**src/rtl/debug_master_pkg.sv**
```systemverilog
// Shared types and constants for the serial-to-register debug bus master.
package debug_master_pkg;

   typedef enum logic [2:0] {
      S_IDLE,
      S_ADDR,
      S_DHI,
      S_DLO,
      S_BUS,
      S_GAP,
      S_RSP1,
      S_RSP2
   } state_t;

   localparam logic [7:0] ACK        = 8'h06;
   localparam logic [7:0] NAK        = 8'h15;
   localparam logic [7:0] CMD_WR_DEF = 8'h57;
   localparam logic [7:0] CMD_RD_DEF = 8'h52;

endpackage

```
**src/rtl/debug_bus_master_if.sv**
```systemverilog
// Byte stream in/out plus register bus of the debug master.
interface debug_bus_master_if;

   logic [7:0]  rx_data;
   logic        rx_valid;
   logic        rx_ready;
   logic [7:0]  tx_data;
   logic        tx_valid;
   logic        tx_ready;
   logic [7:0]  dbg_a;
   logic [15:0] dbg_di;
   logic        dbg_we;
   logic        dbg_rd;
   logic [15:0] dbg_do;
   logic        dbg_ready;
   logic        busy;
   logic        timeout_err;

   modport master (
      input  rx_data, rx_valid, tx_ready, dbg_do, dbg_ready,
      output rx_ready, tx_data, tx_valid,
      output dbg_a, dbg_di, dbg_we, dbg_rd,
      output busy, timeout_err
   );

   modport slave (
      output rx_data, rx_valid, tx_ready, dbg_do, dbg_ready,
      input  rx_ready, tx_data, tx_valid,
      input  dbg_a, dbg_di, dbg_we, dbg_rd,
      input  busy, timeout_err
   );

endinterface

```
**src/rtl/debug_bus_master.sv**
```systemverilog
// Decodes W/R byte frames into register bus accesses and answers
// with ACK, NAK or two read-data bytes.
module debug_bus_master
   import debug_master_pkg::*;
#(
   parameter int         TIMEOUT_CYCLES = 1024,
   parameter logic [7:0] CMD_WR = CMD_WR_DEF,
   parameter logic [7:0] CMD_RD = CMD_RD_DEF
) (
   input logic clk,
   input logic rst_n,
   debug_bus_master_if.master bus
);

   localparam int CW = $clog2(TIMEOUT_CYCLES + 1);
   localparam logic [CW-1:0] CNT_LAST = CW'(TIMEOUT_CYCLES - 1);

   state_t      state;
   logic        is_wr;
   logic        nak;
   logic [CW-1:0] cnt;
   logic [15:0] rdata;
   logic        rx_ready_q;
   logic        tx_valid_q;
   logic [7:0]  tx_data_q;
   logic [7:0]  dbg_a_q;
   logic [15:0] dbg_di_q;
   logic        we_q;
   logic        rd_q;
   logic        busy_q;
   logic        terr_q;
   logic        rx_take;

   assign rx_take = bus.rx_valid & rx_ready_q;

   assign bus.rx_ready    = rx_ready_q;
   assign bus.tx_valid    = tx_valid_q;
   assign bus.tx_data     = tx_data_q;
   assign bus.dbg_a       = dbg_a_q;
   assign bus.dbg_di      = dbg_di_q;
   assign bus.dbg_we      = we_q;
   assign bus.dbg_rd      = rd_q;
   assign bus.busy        = busy_q;
   assign bus.timeout_err = terr_q;

   always_ff @(posedge clk) begin
      if (!rst_n) begin
         state      <= S_IDLE;
         is_wr      <= 1'b0;
         nak        <= 1'b0;
         cnt        <= '0;
         rdata      <= 16'h0000;
         rx_ready_q <= 1'b0;
         tx_valid_q <= 1'b0;
         tx_data_q  <= 8'h00;
         dbg_a_q    <= 8'h00;
         dbg_di_q   <= 16'h0000;
         we_q       <= 1'b0;
         rd_q       <= 1'b0;
         busy_q     <= 1'b0;
         terr_q     <= 1'b0;
      end else begin
         unique case (state)
            S_IDLE: begin
               rx_ready_q <= 1'b1;
               if (rx_take && (bus.rx_data == CMD_WR
                               || bus.rx_data == CMD_RD)) begin
                  is_wr  <= (bus.rx_data == CMD_WR);
                  busy_q <= 1'b1;
                  state  <= S_ADDR;
               end
            end
            S_ADDR: begin
               if (rx_take) begin
                  dbg_a_q <= bus.rx_data;
                  if (is_wr) begin
                     state <= S_DHI;
                  end else begin
                     rx_ready_q <= 1'b0;
                     rd_q       <= 1'b1;
                     cnt        <= '0;
                     state      <= S_BUS;
                  end
               end
            end
            S_DHI: begin
               if (rx_take) begin
                  dbg_di_q[15:8] <= bus.rx_data;
                  state          <= S_DLO;
               end
            end
            S_DLO: begin
               if (rx_take) begin
                  dbg_di_q[7:0] <= bus.rx_data;
                  rx_ready_q    <= 1'b0;
                  we_q          <= 1'b1;
                  cnt           <= '0;
                  state         <= S_BUS;
               end
            end
            S_BUS: begin
               // ready on the last counted cycle still wins over timeout
               if (bus.dbg_ready) begin
                  we_q  <= 1'b0;
                  rd_q  <= 1'b0;
                  nak   <= 1'b0;
                  state <= S_GAP;
                  if (!is_wr) rdata <= bus.dbg_do;
               end else if (cnt == CNT_LAST) begin
                  we_q   <= 1'b0;
                  rd_q   <= 1'b0;
                  nak    <= 1'b1;
                  terr_q <= 1'b1;
                  state  <= S_GAP;
               end else begin
                  cnt <= cnt + CW'(1);
               end
            end
            S_GAP: begin
               terr_q     <= 1'b0;
               tx_valid_q <= 1'b1;
               state      <= S_RSP1;
               if (nak)        tx_data_q <= NAK;
               else if (is_wr) tx_data_q <= ACK;
               else            tx_data_q <= rdata[15:8];
            end
            S_RSP1: begin
               if (bus.tx_ready) begin
                  if (!nak && !is_wr) begin
                     tx_data_q <= rdata[7:0];
                     state     <= S_RSP2;
                  end else begin
                     tx_valid_q <= 1'b0;
                     busy_q     <= 1'b0;
                     rx_ready_q <= 1'b1;
                     state      <= S_IDLE;
                  end
               end
            end
            S_RSP2: begin
               if (bus.tx_ready) begin
                  tx_valid_q <= 1'b0;
                  busy_q     <= 1'b0;
                  rx_ready_q <= 1'b1;
                  state      <= S_IDLE;
               end
            end
            default: state <= S_IDLE;
         endcase
      end
   end

endmodule

```
**src/flat_wrapper.sv**
```systemverilog
// flat-port wrapper written by rule: the top's interface ports become plain ports
module debug_bus_master_flat import debug_master_pkg::*;
#(
   parameter int         TIMEOUT_CYCLES = 1024,
   parameter logic [7:0] CMD_WR = CMD_WR_DEF,
   parameter logic [7:0] CMD_RD = CMD_RD_DEF
)
  (clk, rst_n, bus_rx_data, bus_rx_valid, bus_tx_ready, bus_dbg_do, bus_dbg_ready, bus_rx_ready, bus_tx_data, bus_tx_valid, bus_dbg_a, bus_dbg_di, bus_dbg_we, bus_dbg_rd, bus_busy, bus_timeout_err);
  debug_bus_master_if bus_i ();
  input logic clk;
  input logic rst_n;
  input wire logic [$bits(bus_i.rx_data)-1:0] bus_rx_data;
  input wire logic [$bits(bus_i.rx_valid)-1:0] bus_rx_valid;
  input wire logic [$bits(bus_i.tx_ready)-1:0] bus_tx_ready;
  input wire logic [$bits(bus_i.dbg_do)-1:0] bus_dbg_do;
  input wire logic [$bits(bus_i.dbg_ready)-1:0] bus_dbg_ready;
  output wire logic [$bits(bus_i.rx_ready)-1:0] bus_rx_ready;
  output wire logic [$bits(bus_i.tx_data)-1:0] bus_tx_data;
  output wire logic [$bits(bus_i.tx_valid)-1:0] bus_tx_valid;
  output wire logic [$bits(bus_i.dbg_a)-1:0] bus_dbg_a;
  output wire logic [$bits(bus_i.dbg_di)-1:0] bus_dbg_di;
  output wire logic [$bits(bus_i.dbg_we)-1:0] bus_dbg_we;
  output wire logic [$bits(bus_i.dbg_rd)-1:0] bus_dbg_rd;
  output wire logic [$bits(bus_i.busy)-1:0] bus_busy;
  output wire logic [$bits(bus_i.timeout_err)-1:0] bus_timeout_err;
  assign bus_i.rx_data = bus_rx_data;
  assign bus_i.rx_valid = bus_rx_valid;
  assign bus_i.tx_ready = bus_tx_ready;
  assign bus_i.dbg_do = bus_dbg_do;
  assign bus_i.dbg_ready = bus_dbg_ready;
  assign bus_rx_ready = bus_i.rx_ready;
  assign bus_tx_data = bus_i.tx_data;
  assign bus_tx_valid = bus_i.tx_valid;
  assign bus_dbg_a = bus_i.dbg_a;
  assign bus_dbg_di = bus_i.dbg_di;
  assign bus_dbg_we = bus_i.dbg_we;
  assign bus_dbg_rd = bus_i.dbg_rd;
  assign bus_busy = bus_i.busy;
  assign bus_timeout_err = bus_i.timeout_err;
  debug_bus_master #(.TIMEOUT_CYCLES(TIMEOUT_CYCLES), .CMD_WR(CMD_WR), .CMD_RD(CMD_RD)) u_core (.clk(clk), .rst_n(rst_n), .bus(bus_i));
endmodule
```
**config.mk**
```make
export PLATFORM = sky130hd
export DESIGN_NAME = debug_bus_master_flat
export DESIGN_NICKNAME = d
export VERILOG_FILES = /design/src/rtl/debug_master_pkg.sv /design/src/rtl/debug_bus_master_if.sv /design/src/rtl/debug_bus_master.sv /design/src/flat_wrapper.sv
export SDC_FILE = /design/constraint.sdc
export NUM_CORES = 1
export LEC_CHECK = 0
export ABC_AREA = 1
export CORE_UTILIZATION = 47
export DETAILED_ROUTE_END_ITERATION = 16
export PLACE_DENSITY = 0.74
export SLEW_MARGIN = 20
export SYNTH_ARGS = -nofsm -noshare
export SYNTH_HDL_FRONTEND = slang
export SYNTH_SLANG_ARGS = --single-unit
```
**constraint.sdc**
```tcl
create_clock -name clk -period 1.8 [get_ports clk]
set_input_delay 0.27 -clock clk [delete_from_list [all_inputs] [get_ports clk]]
set_output_delay 0.27 -clock clk [all_outputs]
set_load 0.005 [all_outputs]
```
==> summary.txt <==
Status
  • Outcome: complete, no violations

Critical path
  • Worst setup EP type: flop
  • CP delay by family, top: simple AND/OR/NAND/NOR gates
  • Critical path arrival: about 1.8 ns
  • Reg2reg setup slack: 0.19 ns
  • CP most frequent cell: nand2_1
  • Cell Chain, Critical Path: inv_4 -> nor2_4 -> nand2_2 -> nand2_1 -> nand3_1 -> nand2_1 -> nand2_1 -> nand2_1 -> a21oi_1
  • Critical Path RT: 2.02 ns
  • CP max-delay cell: dfxtp_1
  • CP Class: reg2reg
  • Crit path launch type: flop
  • Crit path largest cell delay: 0.54 ns
  • Buf+Inv Stages, Crit Path: 1
  • Worst-path maximum fanout: 17

Floorplanning
  • Top Ports: 67
  • Die Width: between 80 and 90 um
  • CORE AREA: 6760 sq um
  • Die area: around 7300 sq um
  • Row Count: 30
  • Die Ht: about 85 um
  • Initial core utilization: between 40% and 50%

Synth
  • Post-synth top area share: a little over two fifths
  • Dominant cell type by area after synthesis: dfxtp_1
  • Sequential share of the synthesized area: between 40% and 50%
  • Async SR Flop Fraction: 0%
  • Syn_nets: 480
  • Ys flop type: dfxtp_1
  • Post-synth EDFFs: 0
  • Synth cell types: 27
  • Post-Syn Instances: 450
  • Synth area leaders: dfxtp_1 43%, o21ai_0 9.2%, nand2_1 9.0%
  • Post-Syn Area per Cell: just over 7 sq um
  • Synthesis-stage register bit count: 70
  • Synth Cell Area: 3270 sq um
  • Synthesis Warnings: 0

Detailed routing
  • Drt initial violations: 183
  • Final ANT Viol Nets: 0
  • Detailed Route WL: 7960 um
  • WL/cell: 13.0 um
  • Drt pass-1 iters: 4
  • Drt via density: about 5
  • DRC viols: 0
  • Total number of vias: 3130

Placement
  • Pre-CTS WS: 0.0464 ns
  • Port Buffers: 66
  • Post-DP HPWL: 5740 um
  • Routability cong.: around 0.88

Clocking
  • CTS buffer count: 9
  • Cts hold-fix bufs: 0
  • Maximum root-to-sink buffer count: 2
  • Worst skew pair latency: 0.35 ns
  • Htree depth: 3
  • Clock-pin slew on the worst setup and hold paths: 0.08 ns
  • CTS sink cnt: 70
  • CTS root buffer: clkbuf_8
  • CTS tree: built

Pwr
  • Net Switching: roughly 1.6 mW
  • Comb power frac: 31.4%
  • Switch share: about a third
  • Clk network pwr share: 27.5%
  • Worst IR Drop VDD: 0.460 mV
  • Reg power frac: 41.1%
  • Leakage: 1.72 nW
  • P_int: 3.02 mW
  • P per Cell Area: roughly 1100 nW/um^2

STA
  • Rel. slew slack: between 70% and 80%
  • Final worst-path cycle share: 89.3%
  • Fmax: 0.622 GHz
  • TNS Setup: 0 ns
  • RSZ-0062 raised after global routing: false
  • Final Setup Violations: 0
  • Fin. max-slew vios: 0
  • Slew @ Worst Pin: 0.389 ns
  • Setup ws final: 0.192 ns
  • Fin Hold WS: between 0.4 and 0.5 ns
  • Setup Skew: 0.00972 ns
  • Fin crit period: 1.61 ns
  • Final hold violations: 0

Finish
  • Share of cells above drive strength 1: 11.7%
  • Antenna cells: 0
  • P&R area growth vs syn: 29.0%
  • Nets: 556

Global route
  • Grt ovf: 0
  • Vias in the first global route: around 3000
  • Antenna violations before repair: 0
  • Total GRT Usage: 23.8%
  • Largest net degree at the start of global routing: 34
  • First-pass GRT wire length: between 10000 and 15000 um

Run
  • Maxcap violations: 0

Worst hold path
  • Worst min path class: reg2reg
-- worst reg2reg max path, stage by stage, from the launching register on --
cell     delay [ns]
dfxtp_1        0.54
inv_4          0.11
nor2_4         0.13
nand2_2        0.19
nand2_1        0.11
nand3_1        0.11
nand2_1        0.11
nand2_1        0.05
nand2_1        0.06
a21oi_1        0.05
-- metrics by stage --
| stage | util, % | instances | total power, mW | instance area (sq um) |
|---|---|---|---|---|
| 4_1_cts | 62.4 | 611 | 4.66 | 4220 |
| 3_5_place_dp | 59.5 | 595 | 3.39 | 4020 |
| 2_1_floorplan | - | 450 | 2.88 | 3270 |
| 3_3_place_gp | 59.5 | 595 | 3.36 | 4020 |
| 6_report | 62.5 | 611 | 4.64 | 4220 |
| 5_1_grt | 62.5 | 611 | 4.95 | 4220 |
-- cells by family (layout without fill, tap and decap cells) --
group,after synthesis,count (layout),share of synthesized area [%]
simple gates,210,210,30.6
compound gates,111,111,17.3
flops,70,70,42.8
buf+inv,58,139,8.88
fa+ha+maj,1,1,0.382
-- cells in the final DEF (no fill, tap or decap), types with 3 or more instances in the layout --
cell             instances
nand2_2                  7
o21ai_0                 60
clkbuf_8                 9
nand3_4                  3
nand2_1                 78
nand4_1                  5
o21ai_1                  4
nand3_1                 26
nor2_1                  73
inv_2                    3
inv_1                   37
nor3b_1                  3
nor2_4                   8
clkdlybuf4s50_1         66
a21oi_1                 44
dfxtp_1                 70
buf_4                   16
-- per-layer routing --
metal	up-vias	GRT usage [%]	wire length, um
met1	1421	30.6	3650
met4	0	9.85	123
met3	10	5.16	479
li1	1626	-	-
met2	73	38.7	3700
met5	-	0	0
-- state kept, by name (all words and copies together) (netlist names) --
signal and flops:
u_core.bus.tx_data 8, u_core.bus.dbg_we 1, u_core.bus.tx_valid 1, u_core.is_wr 1, u_core.cnt 11, u_core.bus.rx_ready 1, u_core.bus.dbg_rd 1, u_core.bus.dbg_di 16
u_core.state 3, u_core.bus.dbg_a 8, u_core.bus.busy 1, u_core.bus.timeout_err 1, u_core.rdata 16, u_core.nak 1
-- path summary, 6_finish.rpt --
kind                   start             endpoint  cells after the start
max          u_core.state[1]  u_core.bus.rx_ready                      9
min          u_core.rdata[2]      u_core.rdata[2]                      2
max reg2reg  u_core.state[1]  u_core.bus.rx_ready                      9
min reg2reg  u_core.rdata[2]      u_core.rdata[2]                      2
-- power by group through the flow --
stage	registers (mW)	logic (mW)	clock network [mW]
global placement	1.93	1.43	0
floorplan	1.92	0.955	0
detailed placement	1.94	1.45	0
global route	1.94	1.66	1.36
finish	1.90	1.46	1.28
CTS	1.90	1.46	1.29
-- repair_timing --
action                                  in CTS  in global routing
setup buffers                                0                  0
resized for setup                            0                  1
endpoints found under the setup margin       0                  8
-- synthesized netlist by cell type, types with 4 or more instances --
| cell type | number |
|---|---|
| nand2_1 | 78 |
| nand2_2 | 7 |
| o21ai_1 | 4 |
| nor2_4 | 8 |
| buf_6 | 8 |
| inv_1 | 37 |
| nand4_1 | 5 |
| a21oi_1 | 44 |
| o21ai_0 | 60 |
| nand3_1 | 27 |
| dfxtp_1 | 70 |
| nor2_1 | 73 |
| clkbuf_1 | 5 |
-- area by class of cell --
cell class / count / area [sq um]
sequential: 70 / 1400
inverter: 41 / 156
multi-input combinational: 322 / 1580
clock inverter: 7 / 73.8
timing repair buffer: 82 / 781
clock buffer: 9 / 124
fill: 610 / 2540
tap: 80 / 100
No activity file was read; power rests on OpenSTA's default activity.
